--- src/rtl/wdt_rst_ctrl_if.sv ---
// Signal bundle between the watchdog overflow source, software and the
// watchdog reset controller.
interface wdt_rst_ctrl_if;
  // Handshake: wdov_i is a level flag that stays high until the controller
  // returns wdovclr_o, a single-cycle pulse one cycle after the accepted rise.
  // Rises that the controller does not accept (disabled, RESET, HOLDOFF) get
  // no clear pulse. irq_ack and cause_clr are single-cycle pulses from software.
  logic       en;
  logic       wdov_i;
  logic       wdovclr_o;
  logic       irq_ack;
  logic       irq_o;
  logic [3:0] strikes_o;
  logic       sys_rst_no;
  logic       rst_cause_o;
  logic       cause_clr;
  logic [1:0] fsm_state;

  modport master (
    output en, wdov_i, irq_ack, cause_clr,
    input  wdovclr_o, irq_o, strikes_o, sys_rst_no, rst_cause_o, fsm_state
  );

  modport slave (
    input  en, wdov_i, irq_ack, cause_clr,
    output wdovclr_o, irq_o, strikes_o, sys_rst_no, rst_cause_o, fsm_state
  );
endinterface

--- src/rtl/wdt_rst_ctrl.sv ---
// Watchdog overflow consumer: counts overflow strikes, raises a warning
// interrupt and escalates to a timed active-low system reset plus hold-off.
module wdt_rst_ctrl #(
  parameter int unsigned STRIKES     = 2,
  parameter int unsigned RST_CYCLES  = 16,
  parameter int unsigned HOLD_CYCLES = 8
) (
  input logic          clk,
  input logic          rst_n,
  wdt_rst_ctrl_if.slave bus
);

  localparam int unsigned CNT_MAX = (RST_CYCLES > HOLD_CYCLES) ? RST_CYCLES : HOLD_CYCLES;
  localparam int unsigned CNT_W   = $clog2(CNT_MAX + 1);

  localparam logic [1:0] IDLE    = 2'd0;
  localparam logic [1:0] WARN    = 2'd1;
  localparam logic [1:0] RESET   = 2'd2;
  localparam logic [1:0] HOLDOFF = 2'd3;

  localparam logic [3:0]       STRIKES_L = 4'(STRIKES);
  localparam logic [3:0]       STRIKE_1  = 4'd1;
  localparam logic [CNT_W-1:0] CNT_ONE   = CNT_W'(1);
  localparam logic [CNT_W-1:0] CNT_ZERO  = '0;
  localparam logic [CNT_W-1:0] RST_LOAD  = CNT_W'(RST_CYCLES);
  localparam logic [CNT_W-1:0] HOLD_LOAD = CNT_W'(HOLD_CYCLES - 1);

  logic [1:0]       state, state_d;
  logic [3:0]       strikes, strikes_d;
  logic [CNT_W-1:0] cnt, cnt_d;
  logic             irq, irq_d;
  logic             sys_rst_n, sys_rst_n_d;
  logic             cause, cause_d;
  logic             clr, wdov_q;
  logic             ov_evt, evt_ok;
  logic [3:0]       strikes_inc;

  assign ov_evt = bus.wdov_i & ~wdov_q;
  assign evt_ok = ov_evt & bus.en & ((state == IDLE) | (state == WARN));
  // An ack landing with a new event restarts the count at one strike.
  assign strikes_inc = (bus.irq_ack ? 4'd0 : strikes) + STRIKE_1;

  always_comb begin
    state_d     = state;
    strikes_d   = strikes;
    cnt_d       = cnt;
    irq_d       = irq;
    sys_rst_n_d = sys_rst_n;
    cause_d     = bus.cause_clr ? 1'b0 : cause;
    case (state)
      IDLE: begin
        if (evt_ok) begin
          strikes_d = STRIKE_1;
          irq_d     = 1'b1;
          state_d   = WARN;
          if (STRIKE_1 == STRIKES_L) begin
            state_d = RESET;
            cnt_d   = RST_LOAD;
            cause_d = 1'b1;
          end
        end
      end
      WARN: begin
        if (!bus.en) begin
          state_d   = IDLE;
          strikes_d = 4'd0;
          irq_d     = 1'b0;
        end else if (evt_ok) begin
          strikes_d = strikes_inc;
          irq_d     = 1'b1;
          if (strikes_inc == STRIKES_L) begin
            state_d = RESET;
            cnt_d   = RST_LOAD;
            cause_d = 1'b1;
          end
        end else if (bus.irq_ack) begin
          state_d   = IDLE;
          strikes_d = 4'd0;
          irq_d     = 1'b0;
        end
      end
      RESET: begin
        // The entry cycle keeps sys_rst_n high; the pulse covers the next RST_CYCLES.
        if (cnt != CNT_ZERO) begin
          cnt_d       = cnt - CNT_ONE;
          sys_rst_n_d = 1'b0;
        end else begin
          sys_rst_n_d = 1'b1;
          state_d     = HOLDOFF;
          cnt_d       = HOLD_LOAD;
          strikes_d   = 4'd0;
          irq_d       = 1'b0;
        end
      end
      default: begin
        if (cnt == CNT_ZERO) state_d = IDLE;
        else                 cnt_d   = cnt - CNT_ONE;
      end
    endcase
  end

  always_ff @(posedge clk or negedge rst_n) begin
    if (!rst_n) begin
      state     <= IDLE;
      strikes   <= 4'd0;
      cnt       <= CNT_ZERO;
      irq       <= 1'b0;
      sys_rst_n <= 1'b1;
      cause     <= 1'b0;
      clr       <= 1'b0;
      wdov_q    <= 1'b0;
    end else begin
      state     <= state_d;
      strikes   <= strikes_d;
      cnt       <= cnt_d;
      irq       <= irq_d;
      sys_rst_n <= sys_rst_n_d;
      cause     <= cause_d;
      clr       <= evt_ok;
      wdov_q    <= bus.wdov_i;
    end
  end

  assign bus.wdovclr_o   = clr;
  assign bus.irq_o       = irq;
  assign bus.strikes_o   = strikes;
  assign bus.sys_rst_no  = sys_rst_n;
  assign bus.rst_cause_o = cause;
  assign bus.fsm_state   = state;

endmodule

--- src/flat_wrapper.sv ---
// flat-port wrapper written by rule: the top's interface ports become plain ports
module wdt_rst_ctrl_flat 
#(
  parameter int unsigned STRIKES     = 2,
  parameter int unsigned RST_CYCLES  = 16,
  parameter int unsigned HOLD_CYCLES = 8
)
  (clk, rst_n, bus_en, bus_wdov_i, bus_irq_ack, bus_cause_clr, bus_wdovclr_o, bus_irq_o, bus_strikes_o, bus_sys_rst_no, bus_rst_cause_o, bus_fsm_state);
  wdt_rst_ctrl_if bus_i ();
  input logic clk;
  input logic rst_n;
  input wire logic [$bits(bus_i.en)-1:0] bus_en;
  input wire logic [$bits(bus_i.wdov_i)-1:0] bus_wdov_i;
  input wire logic [$bits(bus_i.irq_ack)-1:0] bus_irq_ack;
  input wire logic [$bits(bus_i.cause_clr)-1:0] bus_cause_clr;
  output wire logic [$bits(bus_i.wdovclr_o)-1:0] bus_wdovclr_o;
  output wire logic [$bits(bus_i.irq_o)-1:0] bus_irq_o;
  output wire logic [$bits(bus_i.strikes_o)-1:0] bus_strikes_o;
  output wire logic [$bits(bus_i.sys_rst_no)-1:0] bus_sys_rst_no;
  output wire logic [$bits(bus_i.rst_cause_o)-1:0] bus_rst_cause_o;
  output wire logic [$bits(bus_i.fsm_state)-1:0] bus_fsm_state;
  assign bus_i.en = bus_en;
  assign bus_i.wdov_i = bus_wdov_i;
  assign bus_i.irq_ack = bus_irq_ack;
  assign bus_i.cause_clr = bus_cause_clr;
  assign bus_wdovclr_o = bus_i.wdovclr_o;
  assign bus_irq_o = bus_i.irq_o;
  assign bus_strikes_o = bus_i.strikes_o;
  assign bus_sys_rst_no = bus_i.sys_rst_no;
  assign bus_rst_cause_o = bus_i.rst_cause_o;
  assign bus_fsm_state = bus_i.fsm_state;
  wdt_rst_ctrl #(.STRIKES(STRIKES), .RST_CYCLES(RST_CYCLES), .HOLD_CYCLES(HOLD_CYCLES)) u_core (.clk(clk), .rst_n(rst_n), .bus(bus_i));
endmodule
--- config.mk ---
export PLATFORM = sky130hd
export DESIGN_NAME = wdt_rst_ctrl_flat
export DESIGN_NICKNAME = d
export VERILOG_FILES = /design/src/rtl/wdt_rst_ctrl_if.sv /design/src/rtl/wdt_rst_ctrl.sv /design/src/flat_wrapper.sv
export SDC_FILE = /design/constraint.sdc
export NUM_CORES = 1
export LEC_CHECK = 0
export CORE_MARGIN = 3
export CORE_UTILIZATION = 45
export DETAILED_ROUTE_END_ITERATION = 16
export DONT_BUFFER_PORTS = 1
export PLACE_DENSITY_LB_ADDON = 0.2
export SYNTH_ARGS = -nofsm -noshare
export SYNTH_HDL_FRONTEND = slang
export SYNTH_SLANG_ARGS = --single-unit
--- constraint.sdc ---
create_clock -name clk -period 3.3 [get_ports clk]
set_input_delay 0.33 -clock clk [delete_from_list [all_inputs] [get_ports clk]]
set_output_delay 0.33 -clock clk [all_outputs]
set_load 0.01 [all_outputs]
======== Word level (Yosys, flattened, before mapping) ========
Cells that the tools add are included.
cells by class
  add/subtract/negate cells ............... 2
  equality and inequality tests ........... 11
  mux-type cells .......................... 32
  bitwise operators ....................... 6
  reductions and logical operators ........ 9
operators with widths
  operator                                          count
  2-to-1 mux 5 bit                                  5
  2-to-1 mux 4 bit                                  5
  one-hot mux 5 bit (3 select lines)                1
  2-to-1 mux 2 bit                                  7
  one-hot mux 4 bit (3 select lines)                1
  2-to-1 mux 1 bit                                  11
  AND reduction 5 bit                               2
  != test 2 bit, second input constant              3
  one-hot mux 2 bit (3 select lines)                1
  zero test 5 bit                                   1
  nonzero test 5 bit                                1
  subtractor 5 x 1 -> 5 bit, second input constant  1
  adder 4 x 1 -> 4 bit, second input constant       1
  == test 4 x 2 -> 1 bit, second input constant     1
  != test 2 x 1 -> 1 bit, second input constant     2
  != test 4 x 3 -> 1 bit, second input constant     1
  != test 4 bit, second input constant              1
  AND reduction 4 bit                               1
  nonzero test 4 bit                                1
  AND 1 bit                                         3
  != test 3 x 2 -> 1 bit, second input constant     1
  one-hot mux 1 bit (3 select lines)                1
  AND reduction 3 bit                               1
  nonzero test 3 bit                                1
  5 further kinds                                   6
storage, ports and cells
  register bits after elaboration ......... 16
  input port bits ......................... 6
  output and inout bits ................... 10
  logic and storage cells ................. 68

======== Depth between registers and ports, before layout ========
Gate-level depths: netlist of run 1.
  word-level depth ........................ 7
  mapped depth ............................ 7
  mapped depth without buffers ............ 6

======== Least setup slack after synthesis of run 1 ========
OpenSTA, ideal clock, no wires.
  path type ............................... register to register
  from .................................... register u_core.state[1] (netlist: u_core.bus.fsm_state[1])
  to ...................................... register u_core.cnt[0]
  library setup time ...................... 0.125 ns
  arrival ................................. 1.784 ns
  data required time ...................... 3.175 ns
  setup slack ............................. 1.391 ns
  cell stages (with the launch flop) ...... 8
  buffers on the path ..................... 1
  period minus slack after synthesis ...... 1.909 ns
  path through ............................ dfrtp_1 > inv_1 > ha_1 > clkbuf_1 > nor2_1 > a21o_1 > nand2b_4 > mux2_4
between the ends
  word-level cells in the longest chain between the ends .. 5
  elaborated cells on any way between the ends .. 12
  classes of those cells .................. eq/ne: 6; mux: 1; bitwise: 3; reduce/logical: 2
ends and longest elaborated chain
  item                                                       RTL line                                text
  start: declaration                                         wdt_rst_ctrl.sv:28                      logic [1:0] state, state_d;
  start signal: assignment                                   wdt_rst_ctrl.sv:113                     state <= state_d;
  == test 2 x 1 -> 1 bit or zero test 2 bit (tied branches)  wdt_rst_ctrl.sv:39, wdt_rst_ctrl.sv:50
  bitwise OR 1 bit                                           wdt_rst_ctrl.sv:39                      assign evt_ok = ov_evt & bus.en & ((state == IDLE) | (state == WARN));
  AND 1 bit                                                  wdt_rst_ctrl.sv:39
  != test 2 x 1 -> 1 bit (no line)                           n/a
  AND reduction 5 bit (no line)                              n/a
  end signal: assignment                                     wdt_rst_ctrl.sv:115                     cnt <= cnt_d;
  end: declaration                                           wdt_rst_ctrl.sv:30                      logic [CNT_W-1:0] cnt, cnt_d;
Parallel ways exist; a longest one is shown, timed or not.
A chain may end at the register's enable or synchronous reset.

======== Final worst setup path of run 1 ========
  from .................................... register u_core.cnt[0]
  to ...................................... register u_core.strikes[3] (netlist: u_core.bus.strikes_o[3])
between the ends
  word-level cells in the longest chain between the ends .. 3
ends and longest elaborated chain
  item                           RTL line             text
  nonzero test 5 bit             wdt_rst_ctrl.sv:84   if (cnt != CNT_ZERO) begin
  != test 2 bit (no line)        n/a
  AND reduction 3 bit (no line)  n/a
  end signal: assignment         wdt_rst_ctrl.sv:114  strikes <= strikes_d;
  end: declaration               wdt_rst_ctrl.sv:29   logic [3:0] strikes, strikes_d;
No other way between the ends.

==> results.cfg, run 1 <==
[floorplan]
ios = 16
die_w_um = 55.2
die_area_mm2 = 0.00305
fp.dieH_um = 55.2
core_area_mm2 = 0.00225
rows = 17
initial_core_util_pct = 48.3

[logic_synthesis]
yosysSeqAreaShare_pct = 36.9
synth.avg_cell_area_um2 = 10.1
ys_warn_count = 0
synth_area_mm2 = 0.00109
syn_nets = 120
ys.flop_type = dfrtp_1
ys_seq_elements = 16
synth_edf_count = 0
synthDistinctLibCells = 48
syn-instance-count = 108
async_reset_ff_share_pct = 100

[final_layout]
final_layout_size_suffix_gt1_share_pct = 13.5
nNetsFinal = 124
multiInputGateArea_um2 = 653
nFillCells = 224
diodes = 0
final_common_cell = dfrtp_1
area_growth_pct = 5.86
seqCellArea_um2 = 402
final_cell_mix = dfrtp_1 (15), nor2_1 (8), inv_1 (7), ha_1 (6), nor3_1 (5)

[route]
wire_per_inst_um = 15.8
vias = 851
drt_pass1_iterations = 4
vias_per_cell = 6.12
detail-route-antenna-nets = 0
drc = 0
routed_wl_mm = 2.20
dr.first_iter.drc_count = 28

[critical_path]
critical_path.max_stage_delay_ps = 510
reg2reg_depth = 6
critPathLaunchType = flop
crit_chain = inv_1, ha_1, or4b_4, a221oi_4, o31ai_1, a32o_1
cp_max_fo = 10
end_kind = flop
cp_top_family = compound AO/OA/AOI/OAI gates
r2r_start = u_core.cnt[0]
required_ps = 3500
reg2reg_slack_ps = 1220
path_buf_inv = 1
criticalPathCategory = reg -> reg
cp-startpoint = u_core.cnt[0]
cp-endpoint = u_core.bus.strikes_o[3]
crit_arrival_ps = 2280
cp.depth = 6
r2r-end = u_core.bus.strikes_o[3]
crit_slowest_cell = or4b_4

[global_route]
track_usage_pct = 17.2
grt_pass1_vias = 853
grt_max_degree = 17
antenna_found_initial = 0
grt_pass1_wl_mm = 3.77
grt-ovfl-total = 0

[cts]
cts_sinks = 16
cts_resized = 0
clk_pin_slew_ps = 110
cts.path.max_buffers = 2
cts-root-buf = clkbuf_4
numCtsBuffers = 3
htree_levels = 1
cts_hold_buf = 1
clkLatencyLatePin_ps = 300
cts_tree = yes
cts_setup_buffers = 0

[timing]
max_freq_mhz = 481
fin_crit_ps = 2080
rsz0062_at_grt = no
slew_headroom_pct = 49.6
finalHoldViolCount = 0
finalSetupViolCount = 0
finalCritPeriodShare_pct = 63.0
tightest_slew_ps = 753
finClkSkew_ps = 11.7
finalSetupTns_ps = 0
slew_viol_final = 0

[power]
max-vdd-ir-drop_v = 0.000466
p_leak_nw = 0.486
power_density_mw_per_mm2 = 947
power.total_mw = 1.09

[hold_path]
holdPathStages = 0
hp-class = in -> reg

[outcome]
status = complete, no violations

[run]
maxCapViolCount = 0

[placed_design]
io_buffers = 0
finalWeightedCongestion = 0.812
post-dp-hpwl_mm = 1.64
metal layers:
| metal | track usage [%] | share of wire [%] | vias to the layer above |
|---|---|---|---|
| met5 | 0 | 0 | - |
| met4 | 7.29 | 1.9 | 0 |
| met3 | 2.68 | 5.1 | 5 |
| met2 | 27.6 | 46 | 25 |
| met1 | 23.0 | 47 | 405 |
| li1 | - | - | 416 |
sequential cells by signal (all words and copies together) (netlist names):
signal	count
u_core.bus.wdovclr_o	1
u_core.bus.sys_rst_no	1
u_core.wdov_q	1
u_core.bus.strikes_o	4
u_core.bus.rst_cause_o	1
u_core.bus.irq_o	1
u_core.bus.fsm_state	2
u_core.cnt	5
how the worst min path moves through the flow:
stage,start,to,slack (ps)
floorplan,rst_n,u_core.bus.fsm_state[0],30
global placement,rst_n,u_core.bus.rst_cause_o,30
detailed placement,rst_n,u_core.bus.rst_cause_o,30
CTS,bus_wdov_i,u_core.wdov_q,50
global route,bus_wdov_i,u_core.wdov_q,30
finish,bus_wdov_i,u_core.wdov_q,50
stage by stage:
step | setup WS, ps | cell area (µm²) | hold slack (ps) | cells | utilization (%)
after floorplan | 1390 | 1090 | 34.4 | 108 | -
after global placement | 1240 | 1120 | 34.8 | 134 | 49.5
after detailed placement | 1200 | 1120 | 34.8 | 134 | 49.5
after CTS | 1190 | 1150 | 45.8 | 139 | 51.1
after global routing | 1070 | 1150 | 27.9 | 139 | 51.1
final | 1220 | 1150 | 48.5 | 139 | 51.1
layout make-up:
cell class                 count  area share (%)
multi-input combinational     83            56.7
sequential                    16            34.9
clock buffer                   4            2.28
inverter                       7            2.28
timing repair buffer           1           0.869
tap                           28            3.04
kinds of logic (layout without fill, tap and decap cells):
logic type / after synthesis / in the layout / synth area share (%)
xor+xnor: 3 / 3 / 2.41
buf+inv: 9 / 12 / 3.10
fa+ha+maj: 6 / 6 / 6.90
simple gates: 39 / 39 / 22.4
mux: 4 / 4 / 4.71
compound gates: 31 / 31 / 23.6
flops: 16 / 16 / 36.9
cells in the mapped netlist (all sizes together), types with 4 or more instances:
library cell  instances  area (µm²)
a21oi                 4        20.0
dfrtp                15         375
ha                    6        75.1
inv                   7        26.3
nand3                 4        20.0
nor2                  8        30.0
nor3                  5        25.0
o21ai                 4        20.0
o31ai                 4        43.8
report_power, final:
group	total (mW)	internal, mW	switching (mW)
Combinational	0.633	0.295	0.339
Clock	0.114	0.0470	0.0671
Sequential	0.344	0.261	0.0828
Total	1.09	0.603	0.488
(Power assumes the default switching activity.)
==> run 2, diff against run 1 <==
clock period = 1.78 ns   (was 3.3 ns; I/O delays follow)
==> run 2 against run 1 <==
Effect of this change:
- the run now ends with negative setup slack left
- via count up 18%
- total power increased to 2.7 times the previous value
- combinational power grew to 3.3 times the previous value
- worst setup slack worse by 1300 ps
- largest power group unchanged
==> results.cfg, run 2 (synthesis results as in run 1) <==
[outcome]
status = finished with violations
violations = negative setup slack

[critical_path]
crit_slowest_cell = or4b_4
critical_path.max_stage_delay_ps = 480
crit_chain = inv_2, ha_4, or4b_4, a221oi_4, buf_6, o31ai_1, a32o_1
crit_arrival_ps = 2060
critPathLaunchType = flop
criticalPathCategory = reg -> reg
required_ps = 1970
end_kind = flop
cp_max_fo = 7

[run]
maxCapViolCount = 0

[cts]
numCtsBuffers = 3
htree_levels = 1
cts.path.max_buffers = 2
clk_pin_slew_ps = 100
cts_sinks = 16
cts-root-buf = clkbuf_4
clkLatencyLatePin_ps = 300
cts_tree = yes

[floorplan]
die_w_um = 55.2
initial_core_util_pct = 48.3
ios = 16
die_area_mm2 = 0.00305
core_area_mm2 = 0.00225
fp.dieH_um = 55.2
rows = 17

[route]
wire_per_inst_um = 17.2
dr.first_iter.drc_count = 21
routed_wl_mm = 2.92
drc = 0
vias = 1005
detail-route-antenna-nets = 0
drt_pass1_iterations = 4
vias_per_cell = 5.91

[placed_design]
finalWeightedCongestion = 0.825
dp.cells = 158
io_buffers = 0
placed_cell_area_mm2 = 0.00131
post-dp-hpwl_mm = 2.03

[timing]
finalCritPeriodShare_pct = 105
slew_viol_final = 0
finClkSkew_ps = 5.25
finalSetupTns_ps = -328
max_freq_mhz = 536
finalSetupViolCount = 7
finalHoldViolCount = 0
tightest_slew_ps = 775
hold-worst-slack_ps = 69.0
fin_crit_ps = 1870
slew_headroom_pct = 48.1
rsz0062_at_grt = yes
worst_slack_ps = -85.3

[global_route]
track_usage_pct = 21.2
grt_max_degree = 17
antenna_found_initial = 0
grt_pass1_vias = 943
grt_pass1_wl_mm = 4.44
grt-ovfl-total = 0

[power]
p_leak_nw = 0.661
power_density_mw_per_mm2 = 1870
max-vdd-ir-drop_v = 0.00103

[final_layout]
final_common_cell = buf_4
largest_reg_flops = 5
final_area_mm2 = 0.00157
area_growth_pct = 43.8
seqCellArea_um2 = 403
final_cell_mix = buf_4 (26), dfrtp_1 (14), nor2_1 (6)
nFillCells = 174
largest_register = u_core.cnt
stdcell_count = 170
final_core_util_pct = 69.4
diodes = 0
nNetsFinal = 155
multiInputGateArea_um2 = 806
final_layout_size_suffix_gt1_share_pct = 47.2

[hold_path]
hp-class = in -> reg
-- run 2: what timing repair did --
item                       4_1_cts  5_1_grt
resized for setup                8       26
setup endpoints to repair       10       12
setup buffers                    4        1
hold endpoints to repair        18        0
hold buffers                     3        0
pin swaps                       10       12
-- run 2: path summary, 6_finish.rpt --
check                      slack (ps)              startpoint                      end  depth (start not counted)
setup / recovery                  -90           u_core.cnt[0]  u_core.bus.strikes_o[3]                          7
hold / removal                     70                  bus_en  u_core.bus.strikes_o[2]                          2
setup reg to reg                  -90           u_core.cnt[0]  u_core.bus.strikes_o[3]                          7
hold reg to reg                   600  u_core.bus.rst_cause_o   u_core.bus.rst_cause_o                          2
max in group asynchronous         860                   rst_n  u_core.bus.fsm_state[1]                          1
min in group asynchronous         390                   rst_n  u_core.bus.fsm_state[0]                          1
-- run 2: worst max-delay path: cells and delay by family (launching register included) --
| family | cells | cell delay [ps] |
|---|---|---|
| compound gates | 3 | 510 |
| simple gates | 1 | 480 |
| flops | 1 | 400 |
| buf+inv | 2 | 230 |
| fa+ha+maj | 1 | 140 |
-- run 2: layout make-up --
type	count	area share, %
clock buffer	4	2.32
timing repair buffer	32	16.5
multi-input combinational	83	51.5
tap	28	2.24
sequential	16	25.7
inverter	7	1.68
-- run 2: power breakdown --
part | internal (mW) | total [mW] | leakage, nW | switching [mW]
Combinational | 1.06 | 2.08 | 0.441 | 1.02
Clock | 0.125 | 0.250 | 0.0210 | 0.125
Sequential | 0.487 | 0.595 | 0.198 | 0.109
Total | 1.67 | 2.93 | 0.661 | 1.25
-- run 2: layer usage --
layer	global-route usage, %	up-vias	share of wire [%]	routed length, µm
met5	0	-	0	0
met4	8.91	0	1.8	53
met3	3.75	6	3.7	108
met2	35.0	22	49	1440
met1	27.1	500	45	1320
li1	-	477	-	-
-- run 2: metrics by stage --
stage	worst slack, ps	power (mW)
after floorplan	-118	1.60
after global placement	-125	2.13
after detailed placement	-211	2.21
after CTS	-183	2.59
after global routing	-153	3.11
final	-85.3	2.93
